$ cat src/rtl/servo_position_ctrl.sv
// servo_position_ctrl: push-button front end for the servo PWM generator.
// Synchronises and debounces BC/BL/BR, then runs a centre/left/right FSM.
// While moving, the FSM ramps a 20-bit pulse-width command between POS_MIN
// and POS_MAX.
// Optional feature: define SERVO_SWEEP_EN to add a SWEEP input and an
// autonomous sweep state that bounces between the two limits.
module servo_position_ctrl #(
    parameter int          DEBOUNCE_CYCLES = 1_000_000,
    parameter int          STEP_CYCLES     = 2_000_000,
    parameter logic [19:0] POS_MIN         = 20'h0AFC8,
    parameter logic [19:0] POS_MAX         = 20'h19A28,
    parameter logic [19:0] POS_CENTER      = 20'h124F8,
    parameter logic [19:0] DELTA           = 20'h001F4
) (
    input  logic        CLK,
    input  logic        RST_N,
    input  logic        BC,
    input  logic        BL,
    input  logic        BR,
`ifdef SERVO_SWEEP_EN
    input  logic        SWEEP,
`endif
    output logic [19:0] SELECT,
    output logic        UPD,
    output logic [2:0]  LEDS,
    output logic        AT_MIN,
    output logic        AT_MAX
);

    localparam int DCW = (DEBOUNCE_CYCLES > 1) ? $clog2(DEBOUNCE_CYCLES) : 1;
    localparam int TCW = (STEP_CYCLES > 1) ? $clog2(STEP_CYCLES) : 1;
    localparam logic [DCW-1:0] DB_LAST = DCW'(DEBOUNCE_CYCLES - 1);
    localparam logic [TCW-1:0] ST_LAST = TCW'(STEP_CYCLES - 1);

    // Button bit order: [0]=R, [1]=L, [2]=C, [3]=SWEEP (when present)
`ifdef SERVO_SWEEP_EN
    localparam int NB = 4;
    logic [NB-1:0] w_raw;
    assign w_raw = {SWEEP, BC, BL, BR};
`else
    localparam int NB = 3;
    logic [NB-1:0] w_raw;
    assign w_raw = {BC, BL, BR};
`endif

    typedef enum logic [2:0] {
        S_IDLE,
        S_CENTER,
        S_MOVE_L,
        S_MOVE_R
`ifdef SERVO_SWEEP_EN
        , S_SWEEP
`endif
    } state_t;

    logic [NB-1:0]          r_sync1, r_sync2, r_db;
    logic [NB-1:0][DCW-1:0] r_dbcnt;
    state_t                 r_state, w_state_nxt;
    logic [19:0]            r_sel, w_sel_nxt;
    logic [TCW-1:0]         r_tmr, w_tmr_nxt;
    logic                   r_upd, r_at_min, r_at_max;
    logic [2:0]             r_leds, w_leds_nxt;
    logic                   w_step, w_step_left;
    logic                   w_req_c, w_req_l, w_req_r;
    logic [19:0]            w_room_lo, w_room_hi;

    // 2-FF synchroniser plus per-button debounce: the count runs only while
    // the sample disagrees with the accepted level, so any bounce back clears it
    always_ff @(posedge CLK or negedge RST_N) begin
        if (!RST_N) begin
            r_sync1 <= '0;
            r_sync2 <= '0;
            r_db    <= '0;
            r_dbcnt <= '0;
        end else begin
            r_sync1 <= w_raw;
            r_sync2 <= r_sync1;
            for (int i = 0; i < NB; i++) begin
                if (r_sync2[i] == r_db[i]) begin
                    r_dbcnt[i] <= '0;
                end else if (r_dbcnt[i] == DB_LAST) begin
                    r_db[i]    <= r_sync2[i];
                    r_dbcnt[i] <= '0;
                end else begin
                    r_dbcnt[i] <= r_dbcnt[i] + DCW'(1);
                end
            end
        end
    end

    // Fixed priority C > L > R on debounced levels
    assign w_req_c = r_db[2];
    assign w_req_l = r_db[1] & ~r_db[2];
    assign w_req_r = r_db[0] & ~r_db[1] & ~r_db[2];

    // Headroom toward each limit; comparing differences avoids wrap-around
    assign w_room_lo = r_sel - POS_MIN;
    assign w_room_hi = POS_MAX - r_sel;

    // FSM state register
    always_ff @(posedge CLK or negedge RST_N) begin
        if (!RST_N) r_state <= S_IDLE;
        else        r_state <= w_state_nxt;
    end

    // Next state: decided purely by the current requests, from any state
    always_comb begin
        w_state_nxt = S_IDLE;
        if (w_req_c)      w_state_nxt = S_CENTER;
        else if (w_req_l) w_state_nxt = S_MOVE_L;
        else if (w_req_r) w_state_nxt = S_MOVE_R;
`ifdef SERVO_SWEEP_EN
        else if (r_db[3]) w_state_nxt = S_SWEEP;
`endif
    end

`ifdef SERVO_SWEEP_EN
    logic r_dir, w_dir_nxt, w_dir_cur, w_sweep_right;
    // Sweep always starts rightward on entry; bounce off whichever limit is hit
    always_comb begin
        w_dir_cur     = (r_state == S_SWEEP) ? r_dir : 1'b1;
        w_sweep_right = w_dir_cur;
        if (w_dir_cur && r_sel == POS_MAX)       w_sweep_right = 1'b0;
        else if (!w_dir_cur && r_sel == POS_MIN) w_sweep_right = 1'b1;
    end
`endif

    // Output next-values: step timing, ramp arithmetic, LED pattern
    always_comb begin
        w_sel_nxt   = r_sel;
        w_tmr_nxt   = '0;
        w_step      = 1'b0;
        w_step_left = 1'b0;
        w_leds_nxt  = 3'b000;
`ifdef SERVO_SWEEP_EN
        w_dir_nxt   = r_dir;
`endif
        case (w_state_nxt)
            S_CENTER: begin
                w_sel_nxt  = POS_CENTER;
                w_leds_nxt = 3'b010;
            end
            S_MOVE_L, S_MOVE_R: begin
                w_step_left = (w_state_nxt == S_MOVE_L);
                w_leds_nxt  = (w_state_nxt == S_MOVE_L) ? 3'b100 : 3'b001;
                if (r_state != w_state_nxt || r_tmr == ST_LAST) w_step = 1'b1;
                else w_tmr_nxt = r_tmr + TCW'(1);
            end
`ifdef SERVO_SWEEP_EN
            S_SWEEP: begin
                w_step_left = ~w_sweep_right;
                w_leds_nxt  = 3'b101;
                if (r_state != S_SWEEP || r_tmr == ST_LAST) begin
                    w_step    = 1'b1;
                    w_dir_nxt = w_sweep_right;
                end else begin
                    w_tmr_nxt = r_tmr + TCW'(1);
                end
            end
`endif
            default: ;
        endcase
        if (w_step) begin
            if (w_step_left) w_sel_nxt = (w_room_lo >= DELTA) ? r_sel - DELTA : POS_MIN;
            else             w_sel_nxt = (w_room_hi >= DELTA) ? r_sel + DELTA : POS_MAX;
        end
    end

    // Registered outputs; UPD flags a real change so saturated steps stay silent
    always_ff @(posedge CLK or negedge RST_N) begin
        if (!RST_N) begin
            r_sel    <= POS_CENTER;
            r_tmr    <= '0;
            r_upd    <= 1'b0;
            r_at_min <= 1'b0;
            r_at_max <= 1'b0;
            r_leds   <= 3'b000;
        end else begin
            r_sel    <= w_sel_nxt;
            r_tmr    <= w_tmr_nxt;
            r_upd    <= (w_sel_nxt != r_sel);
            r_at_min <= (w_sel_nxt == POS_MIN);
            r_at_max <= (w_sel_nxt == POS_MAX);
            r_leds   <= w_leds_nxt;
        end
    end

`ifdef SERVO_SWEEP_EN
    // Sweep direction memory, rightward out of reset
    always_ff @(posedge CLK or negedge RST_N) begin
        if (!RST_N) r_dir <= 1'b1;
        else        r_dir <= w_dir_nxt;
    end
`endif

    assign SELECT = r_sel;
    assign UPD    = r_upd;
    assign LEDS   = r_leds;
    assign AT_MIN = r_at_min;
    assign AT_MAX = r_at_max;

endmodule

$ cat config.mk
export PLATFORM = sky130hd
export DESIGN_NAME = servo_position_ctrl
export DESIGN_NICKNAME = d
export VERILOG_FILES = /design/src/rtl/servo_position_ctrl.sv
export SDC_FILE = /design/constraint.sdc
export NUM_CORES = 1
export LEC_CHECK = 0
export BUFFER_PORTS_ARGS = -buffer_cell sky130_fd_sc_hd__buf_4
export CORE_ASPECT_RATIO = 0.75
export CORE_UTILIZATION = 40
export DETAILED_ROUTE_END_ITERATION = 10
export HOLD_SLACK_MARGIN = 0.03
export PLACE_DENSITY = 0.6
export RECOVER_POWER = 50
export SYNTH_ARGS = -nofsm -noshare
export SYNTH_HDL_FRONTEND = slang
export SYNTH_SLANG_ARGS = --single-unit
$ cat constraint.sdc
create_clock -name CLK -period 4.7 [get_ports CLK]
set_input_delay 0.47 -clock CLK [delete_from_list [all_inputs] [get_ports CLK]]
set_output_delay 0.47 -clock CLK [all_outputs]
set_load 0.1 [all_outputs]
==> Word level (Yosys, flattened, before mapping) <==
Cells that the tools add are included.
{ "word_totals": {"mem_bits_ro": 0, "mem_count": 0, "latch_bits": 0, "wordCells": 73, "reg_bits": 119, "mem_bits_rw": 0} }
{ "op_classes": {"mux": 21, "n_shift": 0, "n_reduce_logical": 5, "div": 0, "magnitude_cmp": 2, "add_sub_neg": 8, "n_eq_ne": 14, "bitwise": 8, "multipliers": 0} }
{ "op_table": {"columns": ["cell", "count"], "rows": [
  ["2-to-1 mux 20 bit", 11],
  ["adder 20 x 1 -> 20 bit, second input constant", 3],
  ["== test 20 bit, second input constant", 3],
  ["2-to-1 mux 21 bit", 2],
  [">= comparator 20 x 9 -> 1 bit, second input constant", 2],
  ["adder 21 x 1 -> 21 bit, second input constant", 1],
  ["== test 21 bit, second input constant", 1],
  ["adder 20 x 9 -> 20 bit, second input constant", 1],
  ["== test 20 x 16 -> 1 bit, second input constant", 1],
  ["== test 20 x 17 -> 1 bit, second input constant", 1],
  ["!= test 20 bit", 1],
  ["subtractor 17 x 20 -> 20 bit, first input constant", 1],
  ["subtractor 20 x 16 -> 20 bit, second input constant", 1],
  ["subtractor 20 x 9 -> 20 bit, second input constant", 1],
  ["2-to-1 mux 2 bit", 3],
  ["one-hot mux 3 bit (2 select lines)", 1],
  ["AND reduction 2 bit", 3],
  ["inverter 1 bit", 5],
  ["== test 2 bit, second input constant", 2],
  ["bitwise AND 1 bit", 3],
  ["== test 1 bit", 3],
  ["2-to-1 mux 1 bit", 3],
  ["2-to-1 mux 3 bit", 1],
  ["!= test 3 bit", 1],
  ["3 further kinds", 3]
]} }

==> Logic depth before layout (Yosys ltp) <==
Gate-level depths: netlist of the first run.
{ "depth": {"depth_word": 12, "depth_mapped": 15, "ltp_nobuf": 12} }

==> Worst setup path before layout of the first run <==
OpenSTA, ideal clock, no wires.
{ "synth_path": {"kind": "reg-to-reg", "from": "register r_sel[3], in the netlist SELECT[3]", "to": "register r_at_max, in the netlist AT_MAX", "synth_period_minus_slack_ns": 4.144, "stages_incl_launch_ff": 16, "slack_ns": 0.556, "arrival_time_ns": 4.064, "setup_ns": 0.080, "required_time_ns": 4.620, "path_buffers": 3, "path_cell_list": "dfstp_2 -> buf_2 -> inv_1 -> ha_1 -> clkbuf_1 -> nor2b_1 -> or4b_1 -> and3_1 -> o211ai_1 -> or3_1 -> buf_2 -> and2_1 -> nor3_1 -> a211o_1 -> or4_1 -> nor3_2"} }
{ "synth_between": {"elab_chain_cells": 6} }
{ "synth_lines": {"columns": ["element", "line_no", "rtl"], "rows": [
  ["from (decl)", "59", "logic [19:0] r_sel, w_sel_nxt;"],
  ["from (signal assigned)", "179", "r_sel <= w_sel_nxt;"],
  ["subtractor 17 x 20 -> 20 bit or subtractor 20 x 16 -> 20 bit (tied branches)", "98, 97", null],
  [">= comparator 20 x 9 -> 1 bit, on equally long branches", "165, 164", null],
  ["2-to-1 mux 20 bit, on equally long branches", "165, 164", null],
  ["2-to-1 mux 20 bit (*)", "164", "if (w_step_left) w_sel_nxt = (w_room_lo >= DELTA) ? r_sel - DELTA : POS_MIN;"],
  ["2-to-1 mux 20 bit (*)", "163", "if (w_step) begin"],
  ["net w_sel_nxt[7]", "59", null],
  ["== test 20 x 17 -> 1 bit (*)", "183", "r_at_max <= (w_sel_nxt == POS_MAX);"],
  ["to (signal assigned)", "183", null],
  ["to (decl)", "61", "logic r_upd, r_at_min, r_at_max;"]
]} }
Mark *: on every way through the listed nets, which the timed path passes. The rest lies on a longest branch.
A chain may end at the register's enable or synchronous reset.

==> Final worst setup path of the first run <==
{ "layout_path": {"from": "register r_sel[4], in the netlist SELECT[4]", "to": "register r_at_max, in the netlist AT_MAX"} }
The elaborated chain is that of the path after synthesis.

==> metrics.txt, run 1 <==
status=finished, violations left; failing checks=capacitance limit, slew limit; Setup Fix Bufs, Post-CTS=0; post-synth top area share=0.3624; critical path peak fanout=17; HPWL after DPL=14350 um; Synth Instances=895; Clk Latency, worst-skew pair=0.42 ns; # diodes=0; synthesized area=7595 um^2; most frequent cell after synthesis=nor2_1; pwr/cell area=268.6 nW/um^2; worst slack at placement=0.5422 ns; port bufs=30; die width=161.1 um; Post-Layout Cell Count=1169; die area=19550 um^2; area growth from synthesis to layout=13.23%; vias in the first global route=6256; TritonCTS clock tree=yes; GRT Util Overall=0.2223; top cells by count, synth=126 x nor2_1, 110 x dfrtp_1, 61 x nand2_1; ANT nets after route=0; RD Place Congestion=1.006; Worst Path Required=5.04 ns; unrepaired setup endpoints after global routing=false; Tmin final=4.220 ns; Final setup viols=0; I/O Pins=31; CP peak stage delay=0.71 ns; placed cell count=1137; delay-heaviest family, CP=simple AND/OR/NAND/NOR gates; fraction of layout instances using a drive strength above 1=0.1182; DRT Pass-1 Iters=9; Avg Cell Area, Syn=8.486 um^2; Leakage=3.532 nW; Clock Skew=0.01064 ns; grt total ovfl=0; max cap viols=1; Via density=5.837; syn_nets=911; Post-synth top flop=dfrtp_1; wire per inst=17.54 um; Synth warnings=0; clock-pin slew on the worst setup and hold paths=0.06 ns; synth top area cells=dfrtp_1 36%, nor2_1 6.2%, xor2_1 5.1%; Fmax=237.0 MHz; Synth cell types=80; placed cell areas=8051 um^2; Tcrit/Tclk final=0.8979; final core utilization=0.4633; clk root buf=clkbuf_16; final WL=20500 um; FF+latch count, synth=118; H-tree lvl count=4; smallest hold slack=0.1812 ns; clk buf depth=2; number of remaining DRC errors=0; # hold bufs at CTS=0; row cnt=43; Final Hold Violating Endpoints=0; drt initial violations=724; Core Area=18560 um^2; critical path's slowest cell=dfstp_2; Bufs and invs on worst path=2; crit-path cells=inv_1 -> ha_1 -> nor2b_1 -> or4b_1 -> and3_1 -> o211ai_1 -> o21ai_1 -> buf_4 -> nor2_1 -> nor3_1 -> a211o_1 -> or4_1 -> nor3_2; Worst EP arrival=4.56 ns; Die Y=121.3 um; Nets=925; Tightest Pin Transition=3.184 ns; Starting Density=0.4092; endpoint type of the worst setup path=flip-flop; register area share after synthesis=0.3901; Crit Path Class=reg -> reg; initial antenna violation count=0; area of the multi-input gates=4337 um^2; crit path launch type=flip-flop; fin worst setup slack=0.4799 ns; min-delay worst type=in -> reg; TNS Setup=0 ns; CTS buffer count=17; Final Max Slew Viols=60; post-CTS sizing=0; first-pass GRT wire length=34130 um; Pwr Total=2.310 mW; Slew HR=-1.123; CTS sink count=118; register area=2963 um^2; fill count=1774; total number of vias=6824; Post-synth ARST share=1.000; largest net degree at the start of global routing=60; Post-synth EDFFs=0; Peak VDD IR=0.0001861 V; Yosys top cell by area=dfrtp_1; post-route cell area=8600 um^2
## registers in the layout (all words and copies together), names as in the netlist
name / count
AT_MAX: 1
r_sync2: 3
AT_MIN: 1
SELECT: 20
LEDS: 3
r_tmr: 21
r_sync1: 3
r_dbcnt: 60
UPD: 1
r_state: 2
r_db: 3
## path summary, 6_finish.rpt
check                                    to        from  cells past startpoint  slack, ns
worst min register to register   r_sync2[0]  r_sync1[0]                      0       0.35
worst max-delay path                 AT_MAX   SELECT[4]                     13       0.48
worst max register to register       AT_MAX   SELECT[4]                     13       0.48
min in group asynchronous       r_dbcnt[32]       RST_N                      1       1.10
max in group asynchronous       r_dbcnt[14]       RST_N                      2       1.51
worst min-delay path             r_sync1[2]          BC                      1       0.18
## layer usage
metal  vias up  part of all wire  track usage
li1       3285                 -            -
met1      3196              0.49       0.3365
met2       314              0.40       0.2912
met3        29              0.10      0.08237
met4         0             0.013      0.05307
met5         -                 0            0
## where the power goes
part | internal (mW) | switching, mW
clock | 0.744 | 0.490
combinational | 0.00945 | 0.0325
sequential | 1.03 | 0.00703
total | 1.78 | 0.530
## layout make-up
type                    instances  share of cell area
flip-flops and latches        118              0.3445
repair buffers                 48             0.03958
clock buffers                  19             0.05151
well taps                     247             0.03594
inverters                      22            0.009603
multi-input cells             702              0.5043
clock inverters                13             0.01455
## cell families (layout without fill, tap and decap cells)
kind of cell	Yosys count	after routing	share of synthesized area
simple gates	425	425	0.2911
compound gates	186	186	0.1682
flops	118	118	0.3901
buf+inv	75	102	0.03888
xor+xnor	74	74	0.08534
fa+ha+maj	11	11	0.01812
mux	6	6	0.008237
## worst reg2reg max path, cell delays in order (launching register included)
cell      delay [ns]
dfstp_2         0.71
inv_1           0.21
ha_1            0.34
nor2b_1         0.21
or4b_1          0.56
and3_1          0.21
o211ai_1        0.24
o21ai_1         0.16
buf_4           0.21
nor2_1          0.20
nor3_1          0.08
a211o_1         0.35
or4_1           0.50
nor3_2          0.16
## layout by cell type, fill, tap and decap left out, types with 17 or more instances in the layout
cell       count
a21oi_1       34
and3_1        27
buf_4         40
clkbuf_16     17
dfrtp_1      110
inv_1         21
nand2_1       61
nand3_1       49
nand4_1       19
nor2_1       126
nor3_1        27
nor4_1        17
o21ai_0       44
xnor2_1       30
xor2_1        44
No activity file was read; power rests on OpenSTA's default activity.
==> run 2: changes to the inputs <==
Settings changed: CORE_MARGIN set to 3, PLACE_DENSITY 0.6 to not set.
==> metrics.txt, run 2 (synthesis results as in run 1) <==
Tcrit/Tclk final=0.8866 (was 0.8979); Slew HR=-0.3373 (was -1.123); share of power burned in registers=0.461 (was 0.447); Power Internal=1.707 mW (was 1.780 mW); Leakage=3.526 nW (was 3.532 nW); first-pass GRT wire length=33930 um (was 34130 um); clock share of power=0.520 (was 0.535); Bufs and invs on worst path=2 (unchanged); CP peak stage delay=0.73 ns (was 0.71 ns); Net Sw Frac=0.2382 (was 0.2295); delay-heaviest family, CP=simple AND/OR/NAND/NOR gates (unchanged); Setup Fix Bufs, Post-CTS=0 (unchanged); Reg2Reg Depth=13 (unchanged); Tightest Pin Transition=2.006 ns (was 3.184 ns); Via density=5.817 (was 5.837); wire per inst=17.96 um (was 17.54 um); critical path peak fanout=17 (unchanged); commonest non-fill, non-tap cell in the layout=nor2_1 (unchanged); CTS buffer count=17 (unchanged); area of the multi-input gates=4337 um^2 (unchanged); ANT nets after route=0 (unchanged); max cap viols=2 (was 1); final core utilization=0.4725 (was 0.4633); failing checks=capacitance limit, slew limit (unchanged); CTS sink count=118 (unchanged); Final Max Slew Viols=121 (was 60); Core Area=18130 um^2 (was 18560 um^2); # diodes=0 (unchanged); number of remaining DRC errors=0 (unchanged); Tmin final=4.167 ns (was 4.220 ns); Final Hold Violating Endpoints=0 (unchanged); Die Y=125.3 um (was 121.3 um); H-tree lvl count=4 (unchanged); Worst Path Required=5.04 ns (about the same); combinational power share=0.019 (was 0.018); drt initial violations=595 (was 724); initial antenna violation count=0 (unchanged); DRT Pass-1 Iters=5 (was 9); Min-Delay Path Depth=1 (unchanged); die width=165.1 um (was 161.1 um); pwr/cell area=261.6 nW/um^2 (was 268.6 nW/um^2); TNS Setup=0 ns (unchanged); vias in the first global route=6281 (was 6256); Fmax=240.0 MHz (was 237.0 MHz); min-delay worst type=in -> reg (unchanged); crit-path cells=inv_1 -> ha_1 -> nor2b_1 -> or4b_1 -> and3_1 -> o211ai_1 -> o21ai_1 -> buf_4 -> nor2_1 -> nor3_1 -> a211o_1 -> or4_1 -> nor3_2 (unchanged); HPWL after DPL=14440 um (was 14350 um); most frequent cells in the layout=126 x nor2_1, 110 x dfrtp_1, 61 x nand2_1 (unchanged); Clock Skew=0.01423 ns (was 0.01064 ns); Clk Latency, worst-skew pair=0.42 ns (about the same); area growth from synthesis to layout=12.78% (was 13.23%); fill count=1765 (was 1774); register bank with the most flops=r_dbcnt (unchanged); GRT Util Overall=0.2058 (was 0.2223); Final setup viols=0 (unchanged); critical path's slowest cell=dfstp_2 (unchanged); max reg flops=60 (unchanged); grt total ovfl=0 (unchanged); register area=2963 um^2 (unchanged); total number of vias=6765 (was 6824); die area=20690 um^2 (was 19550 um^2); Peak VDD IR=0.0002223 V (was 0.0001861 V); status=finished, violations left (unchanged); TritonCTS clock tree=yes (unchanged); Worst EP arrival=4.51 ns (was 4.56 ns); I/O Pins=31 (unchanged); RD Place Congestion=0.9935 (was 1.006); unrepaired setup endpoints after global routing=false (unchanged); final WL=20890 um (was 20500 um); clk buf depth=2 (unchanged); clock-pin slew on the worst setup and hold paths=0.06 ns (about the same); port bufs=30 (unchanged); Crit Path Class=reg -> reg (unchanged); largest net degree at the start of global routing=84 (was 60); fraction of layout instances using a drive strength above 1=0.1205 (was 0.1182); Crit path depth=13 (unchanged); NetSw=533.6 uW (was 530.0 uW); row cnt=42 (was 43); Starting Density=0.4189 (was 0.4092); post-CTS sizing=0 (unchanged); # hold bufs at CTS=0 (unchanged); clk root buf=clkbuf_16 (unchanged); crit path launch type=flip-flop (unchanged); Nets=925 (unchanged); endpoint type of the worst setup path=flip-flop (unchanged)
[run 2: cell types whose count changed in the layout (fill, tap and decap cells not counted), sizes merged]
cell	before	now
inv	23	24
buf	40	42
bufinv	1	0
clkbuf	27	23
clkinv	6	7
[run 2: worst register-to-register path, delay by kind of cell, from the launching register on]
kind	cells	cell delay (ns)
and+or+nand+nor	7	1.91
adders and majority gates	1	0.34
AOI/OAI and AO/OA	3	0.68
DFF	1	0.73
buffers and inverters	2	0.42
[run 2: power groups by stage]
stage | clock, mW | combinational (mW) | sequential (mW)
3_3_place_gp | 0 | 0.0451 | 1.05
6_report | 1.17 | 0.0417 | 1.03
2_1_floorplan | 0 | 0.0183 | 1.05
5_1_grt | 1.24 | 0.0495 | 1.03
4_1_cts | 1.20 | 0.0453 | 1.03
3_5_place_dp | 0 | 0.0455 | 1.05
[run 2: cell type report]
| type | instances | share of cell area |
|---|---|---|
| multi-input cells | 702 | 0.5063 |
| well taps | 242 | 0.03535 |
| repair buffers | 48 | 0.04090 |
| clock inverters | 14 | 0.01227 |
| flip-flops and latches | 118 | 0.3459 |
| inverters | 22 | 0.009641 |
| clock buffers | 17 | 0.04966 |
[run 2: through the flow]
step                cell area, um^2  setup slack (ns)  power (mW)  cells  hold slack (ns)
CTS                            8576            0.6038       2.273   1163           0.1374
finish                         8566            0.5332       2.240   1163           0.1744
detailed placement             8045            0.6286       1.096   1132           0.3381
global placement               8045            0.6965       1.096   1132           0.3345
global route                   8566            0.2607       2.323   1163           0.1633
floorplan                      7595            0.5559       1.067    895           0.1744
[run 2: layer usage]
layer,track usage,vias up,part of all wire,wire length (um)
met5,0.01914,-,0.0024,50
met4,0.05523,2,0.012,261
met3,0.05919,29,0.081,1691
met2,0.2660,276,0.40,8347
met1,0.3267,3182,0.50,10540
li1,-,3276,-,-
[run 2: final timing paths]
path / slack (ns) / from / to
max in group asynchronous: 1.44 / RST_N / UPD
min in group asynchronous: 0.62 / RST_N / r_dbcnt[34]
setup / recovery: 0.53 / SELECT[4] / AT_MAX
setup reg to reg: 0.53 / SELECT[4] / AT_MAX
hold / removal: 0.17 / BR / r_sync1[0]
hold reg to reg: 0.35 / r_sync1[2] / r_sync2[2]
